$ cat config.mk
export PLATFORM = sky130hd
export DESIGN_NAME = mem_arbiter_rr
export DESIGN_NICKNAME = d
export VERILOG_FILES = /design/src/rtl/mem_arbiter_rr.sv
export SDC_FILE = /design/constraint.sdc
export NUM_CORES = 1
export LEC_CHECK = 0
export CORE_AREA = 2 2 123 125
export CTS_BUF_LIST = sky130_fd_sc_hd__clkbuf_2
export CTS_CLUSTER_DIAMETER = 40
export DETAILED_ROUTE_END_ITERATION = 7
export DIE_AREA = 0 0 125 127
export GPL_TIMING_DRIVEN = 0
export PLACE_DENSITY = 0.85
export SLEW_MARGIN = 5
export SYNTH_ARGS = -nofsm -noshare
export SYNTH_HDL_FRONTEND = slang
export SYNTH_SLANG_ARGS = --single-unit
$ cat constraint.sdc
create_clock -name clk_i -period 9.35 [get_ports clk_i]
set_input_delay 1.4025 -clock clk_i [delete_from_list [all_inputs] [get_ports clk_i]]
set_output_delay 1.4025 -clock clk_i [all_outputs]
set_load 0.01 [all_outputs]
$ cat src/rtl/mem_arbiter_rr.sv
// mem_arbiter_rr
//   Round-robin arbiter that shares one single-port word memory between an
//   instruction-fetch requester (port 0) and a load/store requester (port 1).
//   Each transfer runs IDLE -> ACCESS -> DONE, one cycle per state.
//
// Ports
//   clk_i, rst_i                      clock, asynchronous active-high reset
//   reqN_i, weN_i, addrN_i, wdataN_i  requester N command (held while req high)
//   gntN_o                            requester N owns the memory (ACCESS)
//   doneN_o, errN_o                   one-cycle completion pulse, range error
//   rdataN_o                          requester N read data (held until next read)
//   mem_addr_o, mem_din_o             memory address / write data
//   mem_we_o, mem_re_o                memory write / read strobes
//   mem_out_i                         memory combinational read data
module mem_arbiter_rr #(
  parameter int AW    = 32,
  parameter int DW    = 32,
  parameter int DEPTH = 256
) (
  input  logic          clk_i,
  input  logic          rst_i,
  input  logic          req0_i,
  input  logic          we0_i,
  input  logic [AW-1:0] addr0_i,
  input  logic [DW-1:0] wdata0_i,
  output logic          gnt0_o,
  output logic          done0_o,
  output logic          err0_o,
  output logic [DW-1:0] rdata0_o,
  input  logic          req1_i,
  input  logic          we1_i,
  input  logic [AW-1:0] addr1_i,
  input  logic [DW-1:0] wdata1_i,
  output logic          gnt1_o,
  output logic          done1_o,
  output logic          err1_o,
  output logic [DW-1:0] rdata1_o,
  output logic [AW-1:0] mem_addr_o,
  output logic [DW-1:0] mem_din_o,
  output logic          mem_we_o,
  output logic          mem_re_o,
  input  logic [DW-1:0] mem_out_i
);

  typedef enum logic [1:0] {
    ST_IDLE   = 2'd0,
    ST_ACCESS = 2'd1,
    ST_DONE   = 2'd2
  } state_e;

  state_e        state_q, state_d;
  // last_grant_q is also the owner of the transfer in flight, since it is
  // updated at the same edge the winner's command is captured.
  logic          last_grant_q, last_grant_d;
  logic          we_q, we_d;
  logic          err_q, err_d;
  logic [AW-1:0] addr_q, addr_d;
  logic [DW-1:0] wdata_q, wdata_d;
  logic [DW-1:0] rdata0_q, rdata0_d;
  logic [DW-1:0] rdata1_q, rdata1_d;

  logic win_s;
  logic any_req_s;
  logic in_range_s;
  logic acc_s;
  logic dn_s;

  assign any_req_s  = req0_i | req1_i;
  assign in_range_s = (addr_q < AW'(DEPTH));
  assign acc_s      = (state_q == ST_ACCESS);
  assign dn_s       = (state_q == ST_DONE);

  // Arbitration: a tie goes to the port that was not granted last.
  always_comb begin
    win_s = last_grant_q;
    if (req0_i && req1_i) begin
      win_s = ~last_grant_q;
    end else if (req0_i) begin
      win_s = 1'b0;
    end else if (req1_i) begin
      win_s = 1'b1;
    end else begin
      win_s = last_grant_q;
    end
  end

  // Next-state and datapath register update.
  always_comb begin
    state_d      = state_q;
    last_grant_d = last_grant_q;
    we_d         = we_q;
    err_d        = err_q;
    addr_d       = addr_q;
    wdata_d      = wdata_q;
    rdata0_d     = rdata0_q;
    rdata1_d     = rdata1_q;
    case (state_q)
      ST_IDLE: begin
        if (any_req_s) begin
          state_d      = ST_ACCESS;
          last_grant_d = win_s;
          we_d         = win_s ? we1_i    : we0_i;
          addr_d       = win_s ? addr1_i  : addr0_i;
          wdata_d      = win_s ? wdata1_i : wdata0_i;
        end else begin
          state_d = ST_IDLE;
        end
      end
      ST_ACCESS: begin
        state_d = ST_DONE;
        err_d   = ~in_range_s;
        // Out-of-range forces the owner's rdata to zero; writes keep it.
        if (!in_range_s) begin
          if (last_grant_q) begin
            rdata1_d = '0;
          end else begin
            rdata0_d = '0;
          end
        end else if (!we_q) begin
          if (last_grant_q) begin
            rdata1_d = mem_out_i;
          end else begin
            rdata0_d = mem_out_i;
          end
        end else begin
          rdata0_d = rdata0_q;
        end
      end
      ST_DONE: begin
        state_d = ST_IDLE;
      end
      default: begin
        state_d = ST_IDLE;
      end
    endcase
  end

  // State and datapath registers.
  always_ff @(posedge clk_i or posedge rst_i) begin
    if (rst_i) begin
      state_q      <= ST_IDLE;
      last_grant_q <= 1'b1;
      we_q         <= 1'b0;
      err_q        <= 1'b0;
      addr_q       <= '0;
      wdata_q      <= '0;
      rdata0_q     <= '0;
      rdata1_q     <= '0;
    end else begin
      state_q      <= state_d;
      last_grant_q <= last_grant_d;
      we_q         <= we_d;
      err_q        <= err_d;
      addr_q       <= addr_d;
      wdata_q      <= wdata_d;
      rdata0_q     <= rdata0_d;
      rdata1_q     <= rdata1_d;
    end
  end

  // Strobes decode from the state register only, so an async reset during
  // ACCESS removes mem_we before the next edge.
  assign mem_we_o   = acc_s & in_range_s & we_q;
  assign mem_re_o   = acc_s & in_range_s & ~we_q;
  assign mem_addr_o = addr_q;
  assign mem_din_o  = wdata_q;

  assign gnt0_o  = acc_s & ~last_grant_q;
  assign gnt1_o  = acc_s &  last_grant_q;
  assign done0_o = dn_s  & ~last_grant_q;
  assign done1_o = dn_s  &  last_grant_q;
  assign err0_o  = dn_s  & ~last_grant_q & err_q;
  assign err1_o  = dn_s  &  last_grant_q & err_q;

  assign rdata0_o = rdata0_q;
  assign rdata1_o = rdata1_q;

endmodule

==> flow_summary.ini <==
[yosys]
synth_seq_area_share_pct = 56.97
syn-cell-area_sq_mm = 0.005844
synthesis.nets = 659
synth-async-reset-ratio_pct = 100.0
yosysTopAreaCell = dfrtp_1
yosys_most_used_dff = dfrtp_1
yosys-top-cells-area = dfrtp_1, mux2i_1, a22o_1
avgSynthCellArea_sq_um = 11.85
netlist_instances = 493
yosysMostFrequentCell = dfrtp_1
yosys-top-cells-count = dfrtp_1, nor2_1, a21oi_1, mux2i_1, a22o_1
synth_edf_count = 0
ys_seq_elements = 133
yosysWarnings = 0
synth_top_area_share_pct = 56.52
synthDistinctLibCells = 28

[drt]
detail_route.vias_per_cell = 5.072
vias = 5133
avgRoutedWirePerCell_um = 18.08
dr.pass1.iters = 4
final_antenna_net_count = 0
wirelength_mm = 18.29
drt_iter0_markers = 184
drc_errors = 0

[cells_and_area]
area_growth_pct = 60.61
drive_gt1_share_pct = 8.102
finalNetCount = 980
final_util_pct = 65.08

[global_routing]
use_met3_pct = 8.501
grt_overflow_total = 0
top_usage_layer = met2
grt_pass1_vias = 5315
globalRouteTotalUtil_pct = 23.04
grt_max_degree = 71
grt_use_met1_pct = 27.27
grt_pass1_wl_mm = 28.75
antenna_found_initial = 0
grt_util_met2_pct = 39.77

[min_path]
hold_depth = 1
min_to = rdata0_o[13]
hold_class = reg -> reg
hp-start = rdata0_o[13]

[pwr]
powerDensity_mw_per_mm2 = 241.2
leakagePower_nw = 4.064
peakVddDrop_v = 0.0001637
clkPwrFrac_pct = 16.6
p_int_mw = 1.386
sw_frac_of_total_pct = 38.78
p_seq_share_pct = 37.3
switching_power_mw = 0.8780
combPwrFrac_pct = 46.0
total_power_mw = 2.264

[clock_tree]
clk_path_buf_depth = 2
clk_latency_ns = 0.70
cts_hold_buf = 0
cts_root_buffer = clkbuf_2
clock-sinks = 133
clk_pin_slew_worst_paths_ns = 0.19
ctsResizeCount = 0
cts_tree = yes
post-cts-setup-buffer-count = 0
htreeDepth = 4
cts_inserted_buffers = 17

[floorplanning]
std_cell_rows = 44
ioPinCount = 302
initial_utilization_pct = 40.52
die_y_um = 127
die_w_um = 125
die_area_sq_mm = 0.01588
core_sq_mm = 0.01442

[placement]
dp_hpwl_mm = 13.96
gp_congestion = 0.7876
pre_cts_ws_ns = 5.701
port_buffers = 301

[critical_path]
ff2ff_path_depth = 5
critical_path_arrival_ns = 2.96
critPathBufInv = 1
slowest_stage = nor4_1
required_ns = 7.95
cp_max_fo = 4
r2r_setup_slack_ns = 7.14
path_cells = nor4_1, nand2_1, nor2_1, and3_1, clkdlybuf4s50_1
criticalPathCategory = reg -> out
cp_slowest_stage_delay_ns = 0.60
r2r-start = mem_addr_o[28]
crit_path_start_kind = register
regToRegEndpoint = rdata1_o[14]
cp-end-kind = output pin
critPathTopFamily = simple AND/OR/NAND/NOR gates

[sta]
rsz0062_at_grt = false
hold_violations = 0
fin_skew_ns = 0.04269
worst_slack_ns = 4.987
slew_headroom_pct = 53.25
setup_tns_ns = 0
fin_crit_ns = 4.363
maxSlewViolCount = 0
finalCritPeriodShare_pct = 46.67
worst_slew_pin_slew_ns = 0.6959
max_freq_mhz = 229.2
finalSetupViolations = 0
hold_ws_ns = 0.5287

[status]
status = complete, no violations

[job]
drv_cap = 0
## stage by stage
step,instances,instance area (sq um)
4_1_cts,1011,9384
5_1_grt,1011,9384
3_3_place_gp,978,9087
3_5_place_dp,979,9120
6_report,1012,9387
2_1_floorplan,493,5844
## sequential cells by signal, summed over array words and instances (netlist names)
name and count:
last_grant_q 1, err_q 1, state_q 2, rdata0_o 32, rdata1_o 32, mem_addr_o 32
mem_din_o 32, we_q 1
## cell families after synthesis
| logic type | share of synthesized area, % |
|---|---|
| muxes | 11.30 |
| buffers and inverters | 3.811 |
| DFF | 56.97 |
| and+or+nand+nor | 12.29 |
| AOI/OAI and AO/OA | 15.63 |
## cell usage in the layout, fill, tap and decap left out, types with 3 or more instances in the layout
cell type and count:
clkdlybuf4s50_1 301, dfrtp_1 132, nor2_1 70, mux2i_1 66, a21oi_1 66, a22o_1 64
and2b_1 17, clkbuf_2 17, nor2b_1 15, buf_2 10, clkbuf_1 10, nor4_4 6
buf_6 6, buf_4 5, buf_1 5, inv_6 4, clkinvlp_4 3, bufinv_16 3
clkinv_4 3
## worst reg2reg max path, delay by kind of cell (launching register included)
kind	cells	cell delay, ns
flops	1	0.44
compound gates	1	0.15
buf+inv	1	0.22
simple gates	3	1.35
## power groups by stage
stage | Combinational (mW) | Clock, mW | Sequential [mW]
finish | 1.04 | 0.377 | 0.845
global route | 1.13 | 0.413 | 0.866
CTS | 1.05 | 0.388 | 0.845
detailed placement | 1.05 | 0 | 0.854
global placement | 1.04 | 0 | 0.851
floorplan | 0.466 | 0 | 0.905
## worst max-delay path by stage
stage,cells after the start,end,from
after global placement,2,mem_addr_o[24],rst_i
after global routing,4,mem_re_o,mem_addr_o[28]
after floorplan,1,err_q,rst_i
after detailed placement,6,mem_addr_o[5],req1_i
final,5,mem_we_o,mem_addr_o[28]
after CTS,5,mem_we_o,mem_addr_o[28]
## per-layer routing
layer	vias to the layer above	share of wire, %
met5	-	0
met2	212	51
met4	0	1.6
li1	2415	-
met3	21	8.4
met1	2485	39
## area by class of cell
type / instances / area (sq um)
antenna: 1 / 2.502
buffer: 36 / 211.5
clock buffer: 17 / 85.08
clock inverter: 15 / 178.9
fill: 1157 / 5037
inverter: 3 / 16.27
multi-input combinational: 321 / 2292
sequential: 133 / 3329
tap: 184 / 230.2
timing repair buffer: 302 / 3040
(Power assumes the default switching activity.)
